==> config.mk <==
export PLATFORM = sky130hd
export DESIGN_NAME = vga_timing_gen
export DESIGN_NICKNAME = d
export VERILOG_FILES = /design/src/rtl/vga_timing_pkg.sv /design/src/rtl/pixel_clk_div.sv /design/src/rtl/vga_timing_gen.sv
export SDC_FILE = /design/constraint.sdc
export NUM_CORES = 1
export LEC_CHECK = 0
export CORE_MARGIN = 5
export CORE_UTILIZATION = 47
export DETAILED_ROUTE_END_ITERATION = 10
export HOLD_SLACK_MARGIN = 0.1
export PLACE_DENSITY = 0.75
export SETUP_SLACK_MARGIN = 0.1
export SLEW_MARGIN = 25
export SYNTH_ARGS = -nofsm -noshare
export SYNTH_HDL_FRONTEND = slang
export SYNTH_SLANG_ARGS = --single-unit
==> constraint.sdc <==
create_clock -name clk -period 2.5 [get_ports clk]
set_clock_uncertainty 0.05 [all_clocks]
set_input_delay 0.5 -clock clk [delete_from_list [all_inputs] [get_ports clk]]
set_output_delay 0.5 -clock clk [all_outputs]
set_load 0.1 [all_outputs]
==> src/rtl/vga_timing_pkg.sv <==
// Shared 640x480@60 Hz raster constants and position type for the VGA display path.
package vga_timing_pkg;

  localparam int unsigned POS_W = 10;
  typedef logic [POS_W-1:0] pos_t;

  localparam int unsigned VGA_H_VISIBLE = 640;
  localparam int unsigned VGA_H_FRONT   = 16;
  localparam int unsigned VGA_H_SYNC    = 96;
  localparam int unsigned VGA_H_BACK    = 48;
  localparam int unsigned VGA_V_VISIBLE = 480;
  localparam int unsigned VGA_V_FRONT   = 10;
  localparam int unsigned VGA_V_SYNC    = 2;
  localparam int unsigned VGA_V_BACK    = 33;

  localparam int unsigned VGA_H_TOTAL      = VGA_H_VISIBLE + VGA_H_FRONT + VGA_H_SYNC + VGA_H_BACK;
  localparam int unsigned VGA_V_TOTAL      = VGA_V_VISIBLE + VGA_V_FRONT + VGA_V_SYNC + VGA_V_BACK;
  localparam int unsigned VGA_H_SYNC_START = VGA_H_VISIBLE + VGA_H_FRONT;
  localparam int unsigned VGA_H_SYNC_END   = VGA_H_SYNC_START + VGA_H_SYNC - 1;
  localparam int unsigned VGA_V_SYNC_START = VGA_V_VISIBLE + VGA_V_FRONT;
  localparam int unsigned VGA_V_SYNC_END   = VGA_V_SYNC_START + VGA_V_SYNC - 1;

  function automatic logic in_window(input pos_t p, input pos_t lo, input pos_t hi);
    return (p >= lo) && (p <= hi);
  endfunction

endpackage

==> src/rtl/pixel_clk_div.sv <==
// Pixel-rate divider: pixelTick is a registered decode that is high exactly while
// divCnt==CLK_DIV-1, i.e. on the clocks where the raster counters must advance.
module pixel_clk_div #(
  parameter int unsigned CLK_DIV = 2
) (
  input  logic clk,
  input  logic rst_n,
  output logic pixelTick
);

  localparam int unsigned CNT_W = (CLK_DIV > 1) ? $clog2(CLK_DIV) : 1;
  typedef logic [CNT_W-1:0] cnt_t;
  localparam cnt_t LAST     = cnt_t'(CLK_DIV - 1);
  // Reset value matches the decode of divCnt==0 so CLK_DIV=1 advances on the first edge.
  localparam logic TICK_RST = (CLK_DIV == 1) ? 1'b1 : 1'b0;

  cnt_t div_q, div_d;
  logic tick_q, tick_d;

  // Next divider count and look-ahead decode of the advance clock
  always_comb begin
    div_d  = div_q;
    tick_d = 1'b0;
    if (div_q == LAST) begin
      div_d = '0;
    end else begin
      div_d = div_q + cnt_t'(1);
    end
    tick_d = (div_d == LAST);
  end

  // Divider state register
  always_ff @(posedge clk or negedge rst_n) begin
    if (!rst_n) begin
      div_q  <= '0;
      tick_q <= TICK_RST;
    end else begin
      div_q  <= div_d;
      tick_q <= tick_d;
    end
  end

  assign pixelTick = tick_q;

endmodule

==> src/rtl/vga_timing_gen.sv <==
// Raster timing generator: position counters plus registered sync/visible/frame-start
// decode taken from the next-state positions so status lines up with hPos/vPos.
module vga_timing_gen
  import vga_timing_pkg::*;
#(
  parameter int unsigned CLK_DIV   = 2,
  parameter int unsigned H_VISIBLE = VGA_H_VISIBLE,
  parameter int unsigned H_FRONT   = VGA_H_FRONT,
  parameter int unsigned H_SYNC    = VGA_H_SYNC,
  parameter int unsigned H_BACK    = VGA_H_BACK,
  parameter int unsigned V_VISIBLE = VGA_V_VISIBLE,
  parameter int unsigned V_FRONT   = VGA_V_FRONT,
  parameter int unsigned V_SYNC    = VGA_V_SYNC,
  parameter int unsigned V_BACK    = VGA_V_BACK
) (
  input  logic             clk,
  input  logic             rst_n,
  output logic             pixelTick,
  output logic [POS_W-1:0] hPos,
  output logic [POS_W-1:0] vPos,
  output logic             hSync,
  output logic             vSync,
  output logic             videoOn,
  output logic             frameStart
);

  localparam pos_t H_LAST = pos_t'(H_VISIBLE + H_FRONT + H_SYNC + H_BACK - 1);
  localparam pos_t V_LAST = pos_t'(V_VISIBLE + V_FRONT + V_SYNC + V_BACK - 1);
  localparam pos_t H_VIS  = pos_t'(H_VISIBLE);
  localparam pos_t V_VIS  = pos_t'(V_VISIBLE);
  localparam pos_t H_SS   = pos_t'(H_VISIBLE + H_FRONT);
  localparam pos_t H_SE   = pos_t'(H_VISIBLE + H_FRONT + H_SYNC - 1);
  localparam pos_t V_SS   = pos_t'(V_VISIBLE + V_FRONT);
  localparam pos_t V_SE   = pos_t'(V_VISIBLE + V_FRONT + V_SYNC - 1);

  logic adv;
  pos_t hpos_q, hpos_d, vpos_q, vpos_d;
  logic tick_q, hsync_q, hsync_d, vsync_q, vsync_d;
  logic von_q, von_d, fs_q, fs_d;

  pixel_clk_div #(.CLK_DIV(CLK_DIV)) u_div (
    .clk       (clk),
    .rst_n     (rst_n),
    .pixelTick (adv)
  );

  // Next raster position: hPos wraps each line, vPos steps only on the hPos wrap
  always_comb begin
    hpos_d = hpos_q;
    vpos_d = vpos_q;
    if (adv) begin
      if (hpos_q == H_LAST) begin
        hpos_d = '0;
        if (vpos_q == V_LAST) begin
          vpos_d = '0;
        end else begin
          vpos_d = vpos_q + pos_t'(1);
        end
      end else begin
        hpos_d = hpos_q + pos_t'(1);
      end
    end else begin
      hpos_d = hpos_q;
    end
  end

  // Status decode from the next position
  always_comb begin
    hsync_d = ~in_window(hpos_d, H_SS, H_SE);
    vsync_d = ~in_window(vpos_d, V_SS, V_SE);
    von_d   = (hpos_d < H_VIS) && (vpos_d < V_VIS);
    fs_d    = adv && (hpos_d == '0) && (vpos_d == '0);
  end

  // Position and status registers
  always_ff @(posedge clk or negedge rst_n) begin
    if (!rst_n) begin
      hpos_q  <= H_LAST;
      vpos_q  <= V_LAST;
      tick_q  <= 1'b0;
      hsync_q <= 1'b1;
      vsync_q <= 1'b1;
      von_q   <= 1'b0;
      fs_q    <= 1'b0;
    end else begin
      hpos_q  <= hpos_d;
      vpos_q  <= vpos_d;
      tick_q  <= adv;
      hsync_q <= hsync_d;
      vsync_q <= vsync_d;
      von_q   <= von_d;
      fs_q    <= fs_d;
    end
  end

  assign pixelTick  = tick_q;
  assign hPos       = hpos_q;
  assign vPos       = vpos_q;
  assign hSync      = hsync_q;
  assign vSync      = vsync_q;
  assign videoOn    = von_q;
  assign frameStart = fs_q;

endmodule
# ---- Word level (Yosys, flattened, before mapping)
# Cells that the tools add are included.
dict set report totals {
  reg_bits 26
  out_inout_bits 25
  word_cells 34
}
dict set report classes {
  add_sub_neg 3
  magnitude_cmp 6
  n_eq_ne 2
  muxes 6
  bitwise 2
  n_reduce_logical 7
}
# cell n
set ops {}
lappend ops {{10-bit two-way mux} 5}
lappend ops {{10-bit by 1-bit adder with 10-bit output, second input constant} 2}
lappend ops {{10-bit == test, second input constant} 2}
lappend ops {{10-bit zero test} 2}
lappend ops {{10-bit >= comparator, second input constant} 1}
lappend ops {{10-bit by 9-bit >= comparator with 1-bit output, second input constant} 1}
lappend ops {{10-bit <= comparator, second input constant} 1}
lappend ops {{10-bit by 9-bit <= comparator with 1-bit output, second input constant} 1}
lappend ops {{10-bit less-than comparator, second input constant} 1}
lappend ops {{10-bit by 9-bit less-than comparator with 1-bit output, second input constant} 1}
lappend ops {{1-bit logical AND} 5}
lappend ops {{1-bit NOT} 2}
lappend ops {{1-bit adder, second input constant} 1}
lappend ops {{1-bit two-way mux} 1}

# ---- Depth between registers and ports, before layout
dict set report logic_depth {
  depth_word 7
  mapped_depth 8
  depth_no_buf 8
}

# ---- Modules after synthesis
# Synthesis repeated with hierarchy kept, for this count alone.
dict set report unflattened {
  cells_unflattened 173
  hier_area_um2 1595.3
}
# module instances cells_each area_each_um2 seq_area_each_um2
set by_module_without_submodules {}
lappend by_module_without_submodules {vga_timing_gen 1 171 1566.5 640.6}
lappend by_module_without_submodules {pixel_clk_div 1 2 28.8 25.0}

# ---- Least setup slack after synthesis
# OpenSTA, ideal clock, no wires.
dict set report synth_timing {
  kind {register to register}
  from {register hpos_q[1], in the netlist hPos[1]}
  to {register fs_q, in the netlist frameStart}
  setup_time_ps 121
  arrival_time_ps 2813
  setup_slack_ps -484
  stages_incl_launch_ff 9
  path_buffers 1
  period_less_slack_ps 2984
  cell_sequence {dfstp_2 ha_1 inv_1 or4_1 buf_2 or4_1 o21ai_1 nor3_1 and4b_1}
}
dict set report synth_between {
  elab_chain_len 6
}
# item line
set synth_rtl {}
lappend synth_rtl {{start, declared} vga_timing_gen.sv:37} ;# pos_t hpos_q, hpos_d, vpos_q, vpos_d;
lappend synth_rtl {{start signal, assigned} vga_timing_gen.sv:86} ;# hpos_q <= hpos_d;
lappend synth_rtl {{10-bit by 1-bit adder with 10-bit output or 10-bit == test (tied branches)} {vga_timing_gen.sv:60, vga_timing_gen.sv:52}}
lappend synth_rtl {{10-bit two-way mux} vga_timing_gen.sv:52} ;# if (hpos_q == H_LAST) begin
lappend synth_rtl {{10-bit two-way mux} vga_timing_gen.sv:51} ;# if (adv) begin
lappend synth_rtl {{10-bit zero test} vga_timing_gen.sv:72} ;# fs_d = adv && (hpos_d == '0) && (vpos_d == '0);
lappend synth_rtl {{1-bit logical AND} vga_timing_gen.sv:72}
lappend synth_rtl {{1-bit logical AND *} vga_timing_gen.sv:72}
lappend synth_rtl {{via fs_d} vga_timing_gen.sv:39} ;# logic von_q, von_d, fs_q, fs_d;
lappend synth_rtl {{end signal, assigned} vga_timing_gen.sv:92} ;# fs_q <= fs_d;
lappend synth_rtl {{end, declared} vga_timing_gen.sv:39}
# The timed path passes the listed nets; every way through them passes the cells marked *.

# ---- Worst setup path after layout
dict set report layout_timing {
  from {register hpos_q[3], in the netlist hPos[3]}
  to {register fs_q, in the netlist frameStart}
}
# The elaborated chain is that of the path after synthesis.

==> flow_summary_export.csv <==
group,metric,value,unit
outcome,outcome,"finished clean",
setup_path,critPathLaunchType,"flip-flop",
power_and_ir_drop,clkPwrFrac,0.299,
logic_synthesis,yosys_warnings,0,
timing,setup_viol,0,
setup_path,cp_slowest_cell,"dfstp_4",
setup_path,crit_chain,"nand4_1 -> or4_4 -> or4_1 -> o21ai_1 -> nor3_2 -> and4b_1",
timing,fmax,409.6,MHz
cells_and_area,multi_input_area,892.1,sq um
worst_hold_path,hp-class,"in -> async",
clock_network,cts_made_buffers,3,
power_and_ir_drop,internal_power,485.7,uW
routing,num_vias,1506,
cells_and_area,final_area,2033,sq um
floorplanning,rows,20,
routing,drc_errors,0,
place,placed_area,1871,sq um
clock_network,cts_root_buf,"clkbuf_4",
cells_and_area,final_nets,211,
logic_synthesis,synth-seq-cells,26,
cells_and_area,layout_common_cells,"44 x buf_4, 13 x nor2_1, 11 x o21ai_0, 10 x nand2_1, 10 x dfrtp_1",
cells_and_area,drive_gt1_frac,0.3902,
setup_path,setup.worst_path.class,"reg -> reg",
logic_synthesis,synthFlopType,"dfrtp_1",
logic_synthesis,syn_area,1543,sq um
clock_network,cts.sinks,26,
place,dp_hpwl,3094,microns
clock_network,htree_levels,1,
place,routabilityCongestion,0.8845,
floorplanning,chipWidth,67.29,microns
cells_and_area,final_common_cell,"buf_4",
setup_path,reg2reg_depth,6,
cells_and_area,n_antenna_cell,0,
logic_synthesis,synthCells,165,
cells_and_area,syn2layout_area_growth,31.79,%
timing,fin_crit_sh,0.9766,
grt,grt_pass1_vias,1485,
clock_network,cts_tree,"built",
floorplanning,fp.dieH,67.29,microns
logic_synthesis,ys_seq_area_frac,0.4315,
timing,finalHoldViolCount,0,
logic_synthesis,syn-mean-instance-area,9.350,sq um
routing,wl_per_cell,17.25,microns
timing,finalCriticalPeriod,2.442,ns
floorplanning,io_pins,27,
setup_path,r2r_slack,0.06,ns
floorplanning,initial_core_util,0.4972,
routing,avgViaCountPerCell,6.048,
place,dpl.cell_count,236,
routing,routed_wl,4295,microns
routing,dr.pass1.iters,4,
cells_and_area,stdcell_count,249,
power_and_ir_drop,p_comb_frac,0.017,
cells_and_area,final.fill_count,253,
logic_synthesis,synth_nets,170,
setup_path,cpPeakStageDelay,0.67,ns
setup_path,r2r_end,"frameStart",
grt,grt_usage,0.2029,
power_and_ir_drop,switching_share,0.2106,
timing,tightest_slew,0.5171,ns
clock_network,cts_buffer_depth,2,
setup_path,rr_startpoint,"hPos[3]",
setup_path,arrival,2.60,ns
timing,rsz0062_at_grt,"yes",
grt,overflow,0,
logic_synthesis,async_flop_share,1.000,
grt,grt_first_pass_wirelength,7003,microns
setup_path,required,2.66,ns
grt,antenna_found_initial,0,
place,port_buffers,26,
routing,ant_nets,0,
power_and_ir_drop,p_per_area,302.6,nW/um^2
power_and_ir_drop,p_leak,0.0008247,uW
timing,slew_headroom,0.6509,
power_and_ir_drop,switchingPower,129.6,uW
floorplanning,coreArea,3103,sq um
power_and_ir_drop,ir_worst_vdd,0.0001658,V
timing,maxSlewViolCount,0,
clock_network,path_clk_slew,0.15,ns
routing,drt_iter0_drc,178,
floorplanning,die-area,4528,sq um
logic_synthesis,yosysUniqueCellTypes,43,
setup_path,crit_path_end_kind,"flip-flop",
clock_network,clock_latency,0.33,ns
flow_run,cap_violations,0,
grt,grt_max_degree,27,
power_and_ir_drop,seq_power_share,0.684,
cells_and_area,register_area,696.9,sq um
logic_synthesis,synth-edff-count,0,
setup_path,path_max_fanout,5,
## cell usage after synthesis, types with 2 or more instances
master	n	area (sq um)
o31ai_1	2	15.01
a211oi_1	3	22.52
buf_2	2	10.01
xor2_1	3	26.28
nand4_1	7	43.79
nor3_1	10	50.05
and4_1	3	26.28
nand3_1	9	45.04
and3_1	3	18.77
o22ai_1	2	12.51
a21oi_1	4	20.02
clkbuf_1	5	18.77
a22oi_1	2	15.01
or4_1	2	15.01
buf_4	2	15.01
inv_1	6	22.52
nor3b_1	2	15.01
ha_1	3	37.54
and4b_1	2	20.02
xnor2_1	8	70.07
dfrtp_1	14	350.3
nand4b_1	2	17.52
nand2b_1	2	12.51
nor4bb_1	2	20.02
nand2_1	10	37.54
a31oi_1	2	12.51
o21ai_0	13	65.06
dfstp_2	12	315.3
nor2_1	13	48.80
or3_1	2	12.51
## state kept, by name, summed over array words and instances (netlist names)
signal	count
hPos	10
vPos	10
frameStart	1
hSync	1
pixelTick	1
u_div.pixelTick	1
vSync	1
videoOn	1
## worst max-delay path by stage
stage            start         end  cells after the start  slack (ns)
2_1_floorplan  hPos[2]  frameStart                      8       -0.08
3_3_place_gp   hPos[1]  frameStart                      7       -0.01
3_5_place_dp   hPos[1]  frameStart                      7        -0.1
4_1_cts        hPos[8]  frameStart                      6        0.11
5_1_grt        hPos[3]  frameStart                      8      -0.005
6_report       hPos[3]  frameStart                      6        0.06
## metal layers
layer	vias to the layer above	global-route usage	part of all wire
met5	-	0	0
met4	0	0.09367	0.034
met3	19	0.02496	0.045
met2	53	0.3362	0.50
met1	735	0.2630	0.42
li1	699	-	-
## power groups by stage
stage	registers, uW	logic, uW	clock network, uW
after floorplan	428	0.000265	0
after global placement	428	10.7	0
after detailed placement	428	10.9	0
after CTS	421	11.0	188
after global routing	421	12.5	206
final	421	10.4	184
## worst max-delay path: cells and delay by family, from the launching register on
kind | cells | cell delay (ns)
AO/OA/AOI/OAI | 1 | 0.11
flip-flops | 1 | 0.67
AND/OR/NAND/NOR | 5 | 1.50
## cell type report
class | count | area share
clock buffers | 4 | 0.01292
inverters | 6 | 0.01108
multi-input cells | 124 | 0.4388
flip-flops and latches | 26 | 0.3428
well taps | 44 | 0.02708
repair buffers | 45 | 0.1674
## metrics by stage
step	hold WS [ns]	worst slack, ns	total power [uW]	util	setup TNS, ns
6_report	0.4709	0.05850	615.3	0.6552	0
5_1_grt	0.4997	-0.004869	639.5	0.6552	-0.004869
4_1_cts	0.4779	0.1052	620.0	0.6310	0
2_1_floorplan	0.1544	-0.08368	428.0	-	-0.1208
3_3_place_gp	0.4842	-0.01422	438.6	0.6028	-0.01422
3_5_place_dp	0.4855	-0.09986	438.8	0.6028	-0.1113
## repair_timing
action / in CTS / in global routing
hold buffers: 0 / 0
setup endpoints to repair: 3 / 3
setup buffers: 3 / 6
pin swaps: 0 / 4
gates resized for setup: 9 / 6
## cells by family (layout without fill, tap and decap cells)
group | after synthesis | in the layout | share of synthesized area
flops | 26 | 26 | 0.4315
fa+ha+maj | 3 | 3 | 0.02433
mux | 1 | 1 | 0.006488
simple gates | 76 | 76 | 0.3009
buf+inv | 15 | 55 | 0.04298
compound gates | 33 | 33 | 0.1314
xor+xnor | 11 | 11 | 0.06245
Note: power is estimated with default switching activity, not from simulation.
